==> src/rtl/score_pkg.sv <==
// Shared types for the score digit scheduler.
//   bcd_t        : one BCD nibble
//   bcd_vec_t    : a default-width vector of BCD nibbles
//   conv_state_t : binary-to-BCD converter states
package score_pkg;

  localparam int unsigned NUM_DIGITS_DEFAULT = 4;
  localparam int unsigned SLACK_DEFAULT      = 4;

  typedef logic [3:0] bcd_t;
  typedef bcd_t [NUM_DIGITS_DEFAULT-1:0] bcd_vec_t;

  typedef enum logic [1:0] {IDLE, SHIFT, DONE} conv_state_t;

endpackage

==> src/rtl/score_digit_scheduler_if.sv <==
// Score update handshake between the game logic and the digit scheduler.
//   score_in       : binary score
//   score_valid_in : one-cycle pulse capturing score_in
//   busy_out       : BCD conversion in progress
// master = score producer, slave = scheduler.
interface score_digit_scheduler_if #(
  parameter int unsigned SCORE_W = 14
);
  logic [SCORE_W-1:0] score_in;
  logic               score_valid_in;
  logic               busy_out;

  modport master (output score_in, output score_valid_in, input busy_out);
  modport slave  (input score_in, input score_valid_in, output busy_out);
endinterface

==> src/rtl/bin2bcd_seq.sv <==
// Sequential double-dabble binary-to-BCD converter with a one-deep pending slot.
//   i_clk, i_rst_n : clock, synchronous active-low reset
//   i_start        : pulse, captures i_value (queued as pending when not idle)
//   i_value        : binary value, clamped to 10^NUM_DIGITS-1
//   o_busy         : high while shifting (SCORE_W cycles)
//   o_done         : high for the single DONE cycle; o_bcd is valid then
//   o_bcd          : BCD result, most-significant nibble at the top
module bin2bcd_seq
  import score_pkg::*;
#(
  parameter int unsigned NUM_DIGITS = 4,
  parameter int unsigned SCORE_W    = 14
) (
  input  logic                    i_clk,
  input  logic                    i_rst_n,
  input  logic                    i_start,
  input  logic [SCORE_W-1:0]      i_value,
  output logic                    o_busy,
  output logic                    o_done,
  output logic [4*NUM_DIGITS-1:0] o_bcd
);

  localparam int unsigned BcdW     = 4 * NUM_DIGITS;
  localparam int unsigned CntW     = $clog2(SCORE_W + 1);
  localparam logic [63:0] MaxScore = 64'(10 ** NUM_DIGITS) - 64'd1;

  conv_state_t        r_state;
  logic [SCORE_W-1:0] r_bin;
  logic [BcdW-1:0]    r_bcd;
  logic [CntW-1:0]    r_cnt;
  logic               r_pend;
  logic [SCORE_W-1:0] r_pend_val;
  logic               r_busy;
  logic               r_done;
  logic [BcdW-1:0]    w_adj;

  function automatic logic [SCORE_W-1:0] clamp(input logic [SCORE_W-1:0] v);
    if (64'(v) > MaxScore) return MaxScore[SCORE_W-1:0];
    return v;
  endfunction

  function automatic logic [BcdW-1:0] add3(input logic [BcdW-1:0] b);
    logic [BcdW-1:0] r;
    r = b;
    for (int i = 0; i < NUM_DIGITS; i++) begin
      if (b[4*i +: 4] >= 4'd5) r[4*i +: 4] = b[4*i +: 4] + 4'd3;
    end
    return r;
  endfunction

  assign w_adj  = add3(r_bcd);
  assign o_busy = r_busy;
  assign o_done = r_done;
  assign o_bcd  = r_bcd;

  always_ff @(posedge i_clk) begin
    if (!i_rst_n) begin
      r_state    <= IDLE;
      r_bin      <= '0;
      r_bcd      <= '0;
      r_cnt      <= '0;
      r_pend     <= 1'b0;
      r_pend_val <= '0;
      r_busy     <= 1'b0;
      r_done     <= 1'b0;
    end else begin
      unique case (r_state)
        IDLE: begin
          // A fresh start beats a stale pending value (last write wins).
          if (i_start || r_pend) begin
            r_bin   <= i_start ? clamp(i_value) : clamp(r_pend_val);
            r_bcd   <= '0;
            r_cnt   <= '0;
            r_pend  <= 1'b0;
            r_busy  <= 1'b1;
            r_state <= SHIFT;
          end
        end
        SHIFT: begin
          r_bcd <= {w_adj[BcdW-2:0], r_bin[SCORE_W-1]};
          r_bin <= {r_bin[SCORE_W-2:0], 1'b0};
          r_cnt <= r_cnt + CntW'(1);
          if (r_cnt == CntW'(SCORE_W - 1)) begin
            r_busy  <= 1'b0;
            r_done  <= 1'b1;
            r_state <= DONE;
          end
          if (i_start) begin
            r_pend     <= 1'b1;
            r_pend_val <= i_value;
          end
        end
        DONE: begin
          r_done  <= 1'b0;
          r_state <= IDLE;
          if (i_start) begin
            r_pend     <= 1'b1;
            r_pend_val <= i_value;
          end
        end
        default: r_state <= IDLE;
      endcase
    end
  end

endmodule

==> src/rtl/score_digit_scheduler.sv <==
// Multiplexes one number sprite across NUM_DIGITS decimal digits of a score.
//   pixel_clk_in, rst_n_in : pixel clock, synchronous active-low reset
//   score_bus              : score handshake (score_in, score_valid_in, busy_out)
//   x_in                   : left edge of the most-significant digit
//   hcount_in, vcount_in   : raw video counters
//   blank_lz_in            : suppress leading zeros
//   hcount_out, vcount_out : counters delayed one cycle for the sprite
//   digit_x_out            : sprite x position, aligned with hcount_out
//   digit_num_out          : sprite digit, aligned with hcount_out
//   digit_en_out           : draw gate, SLACK cycles behind digit_num_out
module score_digit_scheduler
  import score_pkg::*;
#(
  parameter int unsigned NUM_DIGITS = 4,
  parameter int unsigned SCORE_W    = 14,
  parameter int unsigned WIDTH      = 24,
  parameter int unsigned GAP        = 8,
  parameter int unsigned SLACK      = SLACK_DEFAULT,
  parameter int unsigned V_SWAP     = 720
) (
  input  logic                      pixel_clk_in,
  input  logic                      rst_n_in,
  score_digit_scheduler_if.slave    score_bus,
  input  logic [10:0]               x_in,
  input  logic [10:0]               hcount_in,
  input  logic [9:0]                vcount_in,
  input  logic                      blank_lz_in,
  output logic [10:0]               hcount_out,
  output logic [9:0]                vcount_out,
  output logic [10:0]               digit_x_out,
  output logic [3:0]                digit_num_out,
  output logic                      digit_en_out
);

  localparam int unsigned BcdW  = 4 * NUM_DIGITS;
  localparam int unsigned Pitch = WIDTH + GAP;

  logic [BcdW-1:0]       r_shadow;
  logic                  r_shadow_ready;
  logic [BcdW-1:0]       r_display;
  logic [10:0]           r_hcount;
  logic [9:0]            r_vcount;
  logic [10:0]           r_digit_x;
  logic [3:0]            r_digit_num;
  logic [SLACK:0]        r_en_pipe;

  logic                  w_done;
  logic [BcdW-1:0]       w_bcd;
  logic                  w_commit;
  logic [10:0]           w_digit_x;
  logic [3:0]            w_digit_num;
  logic                  w_digit_en;
  logic [NUM_DIGITS-1:0] w_blank;
  logic                  w_zero;
  logic [11:0]           w_start;
  logic [11:0]           w_thresh;

  bin2bcd_seq #(
    .NUM_DIGITS (NUM_DIGITS),
    .SCORE_W    (SCORE_W)
  ) u_conv (
    .i_clk   (pixel_clk_in),
    .i_rst_n (rst_n_in),
    .i_start (score_bus.score_valid_in),
    .i_value (score_bus.score_in),
    .o_busy  (score_bus.busy_out),
    .o_done  (w_done),
    .o_bcd   (w_bcd)
  );

  assign w_commit = (vcount_in == 10'(V_SWAP)) && (hcount_in == 11'd0) && r_shadow_ready;

  // Digit k takes over once the previous digit plus the sprite's compare slack has passed,
  // so the ROM address leads the sprite's delayed in_sprite window.
  always_comb begin
    w_digit_x   = x_in;
    w_digit_num = r_display[BcdW-1 -: 4];
    w_zero      = 1'b1;
    w_blank     = '0;
    w_start     = '0;
    w_thresh    = '0;
    for (int k = 0; k < NUM_DIGITS; k++) begin
      w_zero     = w_zero & (r_display[4*(NUM_DIGITS-1-k) +: 4] == 4'd0);
      w_blank[k] = blank_lz_in & w_zero & (k != NUM_DIGITS - 1);
    end
    w_digit_en = !w_blank[0];
    for (int k = 1; k < NUM_DIGITS; k++) begin
      w_start  = {1'b0, x_in} + 12'(k * Pitch);
      w_thresh = {1'b0, x_in} + 12'((k - 1) * Pitch + WIDTH + SLACK);
      // Positions past 2047 never match rather than wrapping.
      if (!w_start[11] && !w_thresh[11] && ({1'b0, hcount_in} >= w_thresh)) begin
        w_digit_x   = w_start[10:0];
        w_digit_num = r_display[4*(NUM_DIGITS-1-k) +: 4];
        w_digit_en  = !w_blank[k];
      end
    end
  end

  always_ff @(posedge pixel_clk_in) begin
    if (!rst_n_in) begin
      r_shadow       <= '0;
      r_shadow_ready <= 1'b0;
      r_display      <= '0;
      r_hcount       <= '0;
      r_vcount       <= '0;
      r_digit_x      <= '0;
      r_digit_num    <= '0;
      r_en_pipe      <= '0;
    end else begin
      r_hcount    <= hcount_in;
      r_vcount    <= vcount_in;
      r_digit_x   <= w_digit_x;
      r_digit_num <= w_digit_num;
      r_en_pipe   <= {r_en_pipe[SLACK-1:0], w_digit_en};
      if (w_commit) begin
        r_display      <= r_shadow;
        r_shadow_ready <= 1'b0;
      end
      // A simultaneous DONE write wins the ready flag; the commit used the old shadow.
      if (w_done) begin
        r_shadow       <= w_bcd;
        r_shadow_ready <= 1'b1;
      end
    end
  end

  assign hcount_out    = r_hcount;
  assign vcount_out    = r_vcount;
  assign digit_x_out   = r_digit_x;
  assign digit_num_out = r_digit_num;
  assign digit_en_out  = r_en_pipe[SLACK];

endmodule

==> src/flat_wrapper.sv <==
// flat-port wrapper written by rule: the top's interface ports become plain ports
module score_digit_scheduler_flat import score_pkg::*;
#(
  parameter int unsigned NUM_DIGITS = 4,
  parameter int unsigned SCORE_W    = 14,
  parameter int unsigned WIDTH      = 24,
  parameter int unsigned GAP        = 8,
  parameter int unsigned SLACK      = SLACK_DEFAULT,
  parameter int unsigned V_SWAP     = 720
)
  (pixel_clk_in, rst_n_in, x_in, hcount_in, vcount_in, blank_lz_in, hcount_out, vcount_out, digit_x_out, digit_num_out, digit_en_out, score_bus_score_in, score_bus_score_valid_in, score_bus_busy_out);
  score_digit_scheduler_if #(.SCORE_W(SCORE_W)) score_bus_i ();
  input  logic pixel_clk_in;
  input  logic rst_n_in;
  input  logic [10:0] x_in;
  input  logic [10:0] hcount_in;
  input  logic [9:0] vcount_in;
  input  logic blank_lz_in;
  output logic [10:0] hcount_out;
  output logic [9:0] vcount_out;
  output logic [10:0] digit_x_out;
  output logic [3:0] digit_num_out;
  output logic digit_en_out;
  input wire logic [$bits(score_bus_i.score_in)-1:0] score_bus_score_in;
  input wire logic [$bits(score_bus_i.score_valid_in)-1:0] score_bus_score_valid_in;
  output wire logic [$bits(score_bus_i.busy_out)-1:0] score_bus_busy_out;
  assign score_bus_i.score_in = score_bus_score_in;
  assign score_bus_i.score_valid_in = score_bus_score_valid_in;
  assign score_bus_busy_out = score_bus_i.busy_out;
  score_digit_scheduler #(.NUM_DIGITS(NUM_DIGITS), .SCORE_W(SCORE_W), .WIDTH(WIDTH), .GAP(GAP), .SLACK(SLACK), .V_SWAP(V_SWAP)) u_core (.pixel_clk_in(pixel_clk_in), .rst_n_in(rst_n_in), .score_bus(score_bus_i), .x_in(x_in), .hcount_in(hcount_in), .vcount_in(vcount_in), .blank_lz_in(blank_lz_in), .hcount_out(hcount_out), .vcount_out(vcount_out), .digit_x_out(digit_x_out), .digit_num_out(digit_num_out), .digit_en_out(digit_en_out));
endmodule
==> config.mk <==
export PLATFORM = sky130hd
export DESIGN_NAME = score_digit_scheduler_flat
export DESIGN_NICKNAME = d
export VERILOG_FILES = /design/src/rtl/score_pkg.sv /design/src/rtl/score_digit_scheduler_if.sv /design/src/rtl/bin2bcd_seq.sv /design/src/rtl/score_digit_scheduler.sv /design/src/flat_wrapper.sv
export SDC_FILE = /design/constraint.sdc
export NUM_CORES = 1
export LEC_CHECK = 0
export CAP_MARGIN = 10
export CELL_PAD_IN_SITES_DETAIL_PLACEMENT = 0
export CELL_PAD_IN_SITES_GLOBAL_PLACEMENT = 1
export CORE_MARGIN = 2
export CORE_UTILIZATION = 45
export DETAILED_ROUTE_END_ITERATION = 6
export PLACE_DENSITY = 0.93
export SYNTH_ARGS = -nofsm -noshare
export SYNTH_HDL_FRONTEND = slang
export SYNTH_SLANG_ARGS = --single-unit
==> constraint.sdc <==
create_clock -name pixel_clk_in -period 9.3 [get_ports pixel_clk_in]
set_clock_uncertainty 0.2 [all_clocks]
set_input_delay 1.86 -clock pixel_clk_in [delete_from_list [all_inputs] [get_ports pixel_clk_in]]
set_output_delay 1.86 -clock pixel_clk_in [all_outputs]
set_load 0.02 [all_outputs]
==> results.txt, run 1 <==
----------------------------------------------------
[Power and ir drop]
  Power density over the cells ... 194 nW/um2
  Cell leakage power ... 0.00318 uW
  Highest ir drop seen on vdd ... 0.118 mV
  Total power draw ... 1530 uW

[Place]
  Final weighted congestion in routability-driven placement ... 0.910
  Number of buffer cells added on primary ports ... 87
  Placed wire-length estimate after detailed placement ... 10,800 um
  Worst slack at placement ... 3.26 ns
  DP Cell Count ... 956

[Synthesis]
  Predominant post-synthesis flop cell ... sky130_fd_sc_hd__dfxtp_1
  Most instantiated library cell after synthesis ... sky130_fd_sc_hd__dfxtp_1
  Post-synthesis instance area ... 6340 um2
  Syn Inst Count ... 722
  Mapped Nets ... 816
  Mean instance size in the synthesized netlist ... 8.78 um2
  Share of Yosys cell area claimed by the top area cell type ... 40.1%
  Number of storage elements in the synthesis netlist ... 127
  Synth async-reset ratio ... 0%
  Portion of the post-synthesis area used by sequential elements ... 40.1%
  Most common library cells after synthesis ... sky130_fd_sc_hd__dfxtp_1, sky130_fd_sc_hd__nand2_1, sky130_fd_sc_hd__nor2_1, sky130_fd_sc_hd__a21oi_1, sky130_fd_sc_hd__ha_1
  Cell types with the largest area share after synthesis ... sky130_fd_sc_hd__dfxtp_1, sky130_fd_sc_hd__ha_1, sky130_fd_sc_hd__mux2i_1
  Leading area contributor after synthesis ... sky130_fd_sc_hd__dfxtp_1
  Count of synthesis-stage warnings from yosys ... 0
  Synth unique cells ... 67
  Number of synthesized flops with an enable pin ... 0

[Detailed routing]
  Post-route met1 wirelength ... 6910 um
  Mean routed wirelength per cell ... 15.6 um
  Drt first pass iters ... 5
  Post-DRT Antenna Nets ... 0
  Total wire length after detailed routing ... 15,400 um
  Detail Route met2 WL ... 7470 um
  Ratio of routed vias to standard cells ... 5.42
  DRC viols ... 0
  DRC marker count from the first detailed-route iteration ... 373
  Wire length on met3 ... 772 um
  Routed via count ... 5,350
  Top routing layer in use ... met4

[GRT]
  Overflow left after global routing ... 0
  Vias in the first global route ... 5,097
  Maximum number of pins on one net before global-route repair ... 91
  Initial antenna violation count ... 0
  First-pass GRT wire length ... 24,600 um
  GRT Resource Usage Total ... 20.9%

[Final layout]
  Diode insertion count for antenna repair ... 0
  Share of post-route cells with drive strength above 1 ... 6.44%
  Number of fill cells ... 1,153
  Number of nets in the layout ... 889
  Final Instance Count excl. Fillers ... 987
  Layout overhead on the synthesized area ... 23.8%

[Floorplan]
  Number of placement rows ... 43
  Die area ... 15,100 um2
  Die width ... 123 um
  Number of top-level design ports ... 88
  Core Box Area ... 13,800 um2
  Effective utilization at floorplan ... 45.9%
  Die outline height ... 123 um

[Timing]
  Max-slew headroom ... 29.1%
  Max-slew violation count ... 0
  Final setup violation count ... 0
  Final worst-path setup slack ... 3.63 ns
  Unrepaired setup endpoints after global routing ... no
  Min Hold Slack ... 0.236 ns
  Final Hold Vio Count ... 0
  Worst Max-Slew Pin Slew ... 1.06 ns
  Final min period ... 5.67 ns
  Final Cycle Share ... 61.0%
  Max Clk Rate ... 176 MHz
  Fin Setup TNS ... 0 ns

[CTS]
  Post-CTS clock slew at the launch and capture registers of the worst setup and hold paths ... 0.06 ns
  Num CTS Buffers ... 17
  Root Buffer ... sky130_fd_sc_hd__clkbuf_16
  Cts-stage hold buffer count ... 0
  Clock latency reported for the late side of the worst-skew pair ... 0.41 ns
  Clock buffer depth ... 2
  Resized cells post-CTS ... 0
  Sinks on the clock net ... 127
  CTS tree ... done
  H-tree levels ... 4
  Number of setup buffers added after CTS ... 0

[Critical path]
  Kind of launch point of the worst setup path ... primary input
  Slowest cell on the critical path ... sky130_fd_sc_hd__a21oi_1
  Critical Path Sink Type ... flip-flop
  Critical path data arrival time ... 5.77 ns
  Crit path required time ... 9.40 ns
  Delay-heaviest family, CP ... compound AO/OA/AOI/OAI gates
  Cells along the critical path ... clkdlybuf4s50_1, inv_1, ha_1, nand2b_1, and2_1, nand4_1, xor2_1, ha_1, and3_1, and3_1, o2111ai_1, a21oi_1, nand2_1, o311a_2, o221a_1
  Worst setup path class ... primary input to flip-flop
  Highest cell delay on the worst timing path ... 0.78 ns
  Number of buffers and inverters on the critical path ... 2
  Crit Path Max Fanout ... 11

[Run status]
  Run status ... completed

[Run]
  Max-cap violations ... 0

[Hold path]
  Min-delay worst type ... flip-flop to flip-flop

----------------------------------------------------
-- cell families after synthesis --
group                    count (synthesis)  synth area share [%]
AND/OR/NAND/NOR                        255                  18.9
AO/OA/AOI/OAI                          167                  18.0
flip-flops                             127                  40.1
buffers and inverters                   66                  4.87
adder cells (fa/ha/maj)                 44                  8.68
multiplexers                            39                  6.15
XOR/XNOR                                24                  3.31
-- final timing paths --
kind | start | endpoint | slack [ns] | depth (start not counted)
worst min-delay path | u_core.r_en_pipe[3]$_SDFF_PN0_ | u_core.r_en_pipe[4]$_SDFF_PN0_ | 0.24 | 1
worst max-delay path | x_in[2] | u_core.digit_x_out[7]$_SDFF_PN0_ | 3.63 | 15
worst min register to register | u_core.r_en_pipe[3]$_SDFF_PN0_ | u_core.r_en_pipe[4]$_SDFF_PN0_ | 0.24 | 1
worst max register to register | u_core.u_conv.r_state[0]$_SDFFE_PN0P_ | u_core.u_conv.r_bin[1]$_SDFFE_PN0P_ | 7.06 | 8
-- layout make-up --
type                            instances  area, um2  area share (%)
Multi-Input combinational cell        529       3490            44.4
Sequential cell                       127       2540            32.4
Timing Repair Buffer                   92        908            11.6
Clock buffer                           22        474            6.04
Tap cell                              180        225            2.87
Clock inverter                          9        108            1.37
Inverter                               28        105            1.34
-- cells in the final DEF, fill, tap and decap left out, types with 5 or more instances in the layout --
cell | synthesis | routed
sky130_fd_sc_hd__nand2_1 | 86 | 86
sky130_fd_sc_hd__o211ai_1 | 9 | 9
sky130_fd_sc_hd__a21oi_1 | 52 | 52
sky130_fd_sc_hd__o22ai_1 | 7 | 7
sky130_fd_sc_hd__nor2_1 | 82 | 82
sky130_fd_sc_hd__buf_4 | 1 | 5
sky130_fd_sc_hd__and3_1 | 5 | 5
sky130_fd_sc_hd__mux2i_1 | 39 | 39
sky130_fd_sc_hd__dfxtp_1 | 127 | 127
sky130_fd_sc_hd__clkbuf_16 | 0 | 17
sky130_fd_sc_hd__xnor2_1 | 16 | 16
sky130_fd_sc_hd__a22oi_1 | 20 | 20
sky130_fd_sc_hd__xor2_1 | 8 | 8
sky130_fd_sc_hd__clkdlybuf4s50_1 | 0 | 87
sky130_fd_sc_hd__o21ai_0 | 20 | 20
sky130_fd_sc_hd__nand2b_1 | 7 | 7
sky130_fd_sc_hd__ha_1 | 44 | 44
sky130_fd_sc_hd__nand3_1 | 11 | 11
sky130_fd_sc_hd__nor3_1 | 6 | 6
sky130_fd_sc_hd__a21o_1 | 8 | 8
sky130_fd_sc_hd__inv_1 | 27 | 26
sky130_fd_sc_hd__and2_1 | 28 | 28
sky130_fd_sc_hd__o21ai_1 | 10 | 10
-- where the power goes --
group	internal (uW)	total [uW]	switching, uW
Sequential	575	596	21.4
Combinational	118	278	161
Clock	414	653	239
Total	1110	1530	421
-- sequential cells by signal (all words and copies together) (netlist names) --
signal                    cells
u_core.digit_num_out          4
u_core.digit_x_out           11
u_core.hcount_out            11
u_core.r_display             16
u_core.r_en_pipe              5
u_core.r_shadow              16
u_core.r_shadow_ready         1
u_core.u_conv.o_bcd          16
u_core.u_conv.o_busy          1
u_core.u_conv.o_done          1
u_core.u_conv.r_bin          14
u_core.u_conv.r_cnt           4
u_core.u_conv.r_pend          1
u_core.u_conv.r_pend_val     14
u_core.u_conv.r_state         2
u_core.vcount_out            10
-- metrics by stage --
stage | cell area, um2 | util (%)
after floorplan | 6340 | -
after global placement | 7270 | 52.6
after detailed placement | 7270 | 52.6
after CTS | 7850 | 56.8
after global routing | 7850 | 56.8
final | 7850 | 56.8
-- worst register-to-register path, delay by kind of cell (launching register included) --
kind / cells / cell delay, ns
AO/OA/AOI/OAI: 1 / 0.17
adder cells (fa/ha/maj): 1 / 0.23
flip-flops: 1 / 0.31
AND/OR/NAND/NOR: 3 / 0.73
buffers and inverters: 3 / 0.45
-- per-layer routing --
| layer | GRT usage, % | up-vias |
|---|---|---|
| met5 | 0 | - |
| met1 | 25.2 | 2533 |
| met3 | 4.88 | 16 |
| met4 | 7.18 | 0 |
| met2 | 36.3 | 131 |
| li1 | - | 2670 |
No activity file was read; power rests on OpenSTA's default activity.
==> inputs of run 2 (changes only) <==
--- a/config.mk
+++ b/config.mk
@@ -9,9 +9,9 @@
 export CELL_PAD_IN_SITES_DETAIL_PLACEMENT = 0
 export CELL_PAD_IN_SITES_GLOBAL_PLACEMENT = 1
 export CORE_MARGIN = 2
-export CORE_UTILIZATION = 45
+export CORE_UTILIZATION = 38
 export DETAILED_ROUTE_END_ITERATION = 6
-export PLACE_DENSITY = 0.93
+export PLACE_DENSITY = 0.84
 export SYNTH_ARGS = -nofsm -noshare
 export SYNTH_HDL_FRONTEND = slang
 export SYNTH_SLANG_ARGS = --single-unit
==> constraint.sdc (replaced) <==
create_clock -name pixel_clk_in -period 4.7 [get_ports pixel_clk_in]
set_clock_uncertainty 0.2 [all_clocks]
set_input_delay 0.94 -clock pixel_clk_in [delete_from_list [all_inputs] [get_ports pixel_clk_in]]
set_output_delay 0.94 -clock pixel_clk_in [all_outputs]
set_load 0.02 [all_outputs]
==> run 2 against run 1 <==
Clock power up 110%; count of clock-buffer cells in the layout decreased by 3; global-route usage down 3.4 points; sequential share of layout area decreased by 0.58 points; hold slack gained 0.0019 ns; routed wire length down 0.53%; setup slack got worse by 3.1 ns; largest cell class unchanged; critical path depth fell by 3; register-to-register slack got worse by 4.6 ns; first-iteration DRC count fell by 14%; largest power group unchanged; cell area is 1.8% higher; highest routed layer unchanged.
==> results.txt, run 2 (synthesized netlist as in run 1, its figures left out) <==
----------------------------------------------------
[CTS]
  Sinks on the clock net ... 127
  Resized cells post-CTS ... 0
  Cts-stage hold buffer count ... 0
  Root Buffer ... sky130_fd_sc_hd__clkbuf_16
  Clock buffer depth ... 2
  Post-CTS clock slew at the launch and capture registers of the worst setup and hold paths ... 0.05 ns
  CTS tree ... done
  H-tree levels ... 4
  Number of setup buffers added after CTS ... 0
  Clock latency reported for the late side of the worst-skew pair ... 0.41 ns
  Num CTS Buffers ... 17

[Run]
  Max-cap violations ... 0

[Detailed routing]
  Total wire length after detailed routing ... 15,300 um
  Ratio of routed vias to standard cells ... 5.08
  DRC marker count from the first detailed-route iteration ... 321
  Drt first pass iters ... 5
  DRC viols ... 0
  Post-DRT Antenna Nets ... 0
  Mean routed wirelength per cell ... 14.8 um
  Routed via count ... 5,250

[GRT]
  Maximum number of pins on one net before global-route repair ... 47
  Initial antenna violation count ... 0
  GRT Resource Usage Total ... 17.5%
  First-pass GRT wire length ... 24,800 um
  Vias in the first global route ... 4,846
  Overflow left after global routing ... 0

[Critical path]
  Beginning of the worst register-to-register path ... u_core.u_conv.r_state[1]$_SDFFE_PN0P_
  Cells along the critical path ... clkdlybuf4s50_1, inv_1, ha_1, a21oi_1, nor2_1, xnor2_1, ha_1, and3_1, a221oi_1, a21oi_1, o311a_2, o221a_1
  Reg-to-reg setup timing slack ... 2.45 ns
  Critical Path Sink Type ... flip-flop
  Crit path required time ... 4.80 ns
  Critical path data arrival time ... 4.27 ns
  Kind of launch point of the worst setup path ... primary input
  Crit Path Max Fanout ... 10
  Worst setup path class ... primary input to flip-flop
  Slowest cell on the critical path ... sky130_fd_sc_hd__clkdlybuf4s50_1
  Depth of the worst register-to-register path ... 8
  R2R Path End ... u_core.u_conv.r_bin[13]$_SDFFE_PN0P_
  Highest cell delay on the worst timing path ... 0.69 ns

[Final layout]
  Diode insertion count for antenna repair ... 0
  Layout overhead on the synthesized area ... 26.1%
  Number of nets in the layout ... 895
  Share of post-route cells with drive strength above 1 ... 7.62%
  Leading cell type in the layout, fill and taps excluded ... sky130_fd_sc_hd__dfxtp_1
  Core utilization of the finished layout ... 48.6%
  Most frequent cells in the layout ... sky130_fd_sc_hd__dfxtp_1, sky130_fd_sc_hd__clkdlybuf4s50_1, sky130_fd_sc_hd__nand2_1, sky130_fd_sc_hd__nor2_1, sky130_fd_sc_hd__a21oi_1

[Timing]
  Final setup violation count ... 0
  Final Hold Vio Count ... 0
  Worst Max-Slew Pin Slew ... 1.05 ns
  Final min period ... 4.17 ns
  Final worst-path setup slack ... 0.527 ns
  Max-slew violation count ... 0
  Fin Setup TNS ... 0 ns
  Max Clk Rate ... 240 MHz
  Unrepaired setup endpoints after global routing ... no
  Max-slew headroom ... 29.6%
  Final Cycle Share ... 88.8%

[Floorplan]
  Die outline height ... 133 um
  Die width ... 133 um
  Number of top-level design ports ... 88
  Core Box Area ... 16,500 um2
  Number of placement rows ... 47
  Die area ... 17,700 um2
  Effective utilization at floorplan ... 38.5%

[Power and ir drop]
  Power density over the cells ... 388 nW/um2
  Highest ir drop seen on vdd ... 0.374 mV
  Total power draw ... 3100 uW
  Cell leakage power ... 0.00322 uW

[Place]
  Placed wire-length estimate after detailed placement ... 10,800 um
  Final weighted congestion in routability-driven placement ... 0.867
  Worst slack at placement ... 0.158 ns
  Number of buffer cells added on primary ports ... 87

[Run status]
  Run status ... completed

[Hold path]
  Number of cells on the worst hold path ... 1
  Hold-critical path endpoint ... u_core.r_en_pipe[4]$_SDFF_PN0_
  Min-delay worst type ... flip-flop to flip-flop
  Start point of the worst min-delay path ... u_core.r_en_pipe[3]$_SDFF_PN0_

----------------------------------------------------
run 2: cell types whose count changed in the layout (fill, tap and decap cells not counted), sizes merged:
cell and delta:
bufinv +1, clkinv -1, inv +1, clkbuf -3
clkinvlp +3, buf +6
run 2: area by class of cell:
type	count	area [um2]
multi-input combinational	529	3490
tap	220	275
clock inverter	13	160
sequential	127	2540
inverter	28	105
timing repair buffer	98	966
clock buffer	19	453
fill	1576	8470
run 2: worst max-delay path: cells and delay by family:
kind / cells / cell delay (ns)
xor+xnor: 1 / 0.13
buf+inv: 2 / 0.89
simple gates: 2 / 0.24
fa+ha+maj: 2 / 0.60
compound gates: 5 / 1.47
run 2: worst max-delay path by stage:
stage | from | end | slack [ns] | cells after the start
after CTS | x_in[2] | u_core.digit_x_out[7]$_SDFF_PN0_ | 0.57 | 16
final | x_in[5] | u_core.digit_x_out[7]$_SDFF_PN0_ | 0.53 | 12
after floorplan | x_in[2] | u_core.digit_x_out[7]$_SDFF_PN0_ | 1.02 | 13
after detailed placement | x_in[2] | u_core.digit_x_out[7]$_SDFF_PN0_ | 0.16 | 16
after global routing | x_in[2] | u_core.digit_x_out[7]$_SDFF_PN0_ | 0.30 | 16
after global placement | x_in[2] | u_core.digit_x_out[7]$_SDFF_PN0_ | 0.21 | 16
run 2: report_power, final:
part | switching (uW) | internal, uW | total, uW | leakage, uW
registers | 41.7 | 1140 | 1180 | 0.00104
clock network | 498 | 862 | 1360 | 0.000288
logic | 320 | 242 | 562 | 0.00190
run 2: per-layer routing:
layer	vias to the layer above	track usage, %	routed length (um)
met5	-	0	0
met4	0	6.15	228
met3	17	4.38	772
met2	137	28.5	7080
met1	2414	22.7	7220
li1	2682	-	-
run 2: per-stage QoR:
stage               cell area [um2]  instances  hold slack [ns]
CTS                            8000       1034            0.240
floorplan                      6340        722            0.212
global placement               7380       1002            0.220
finish                         8000       1034            0.238
detailed placement             7380       1002            0.225
global route                   8000       1034            0.258
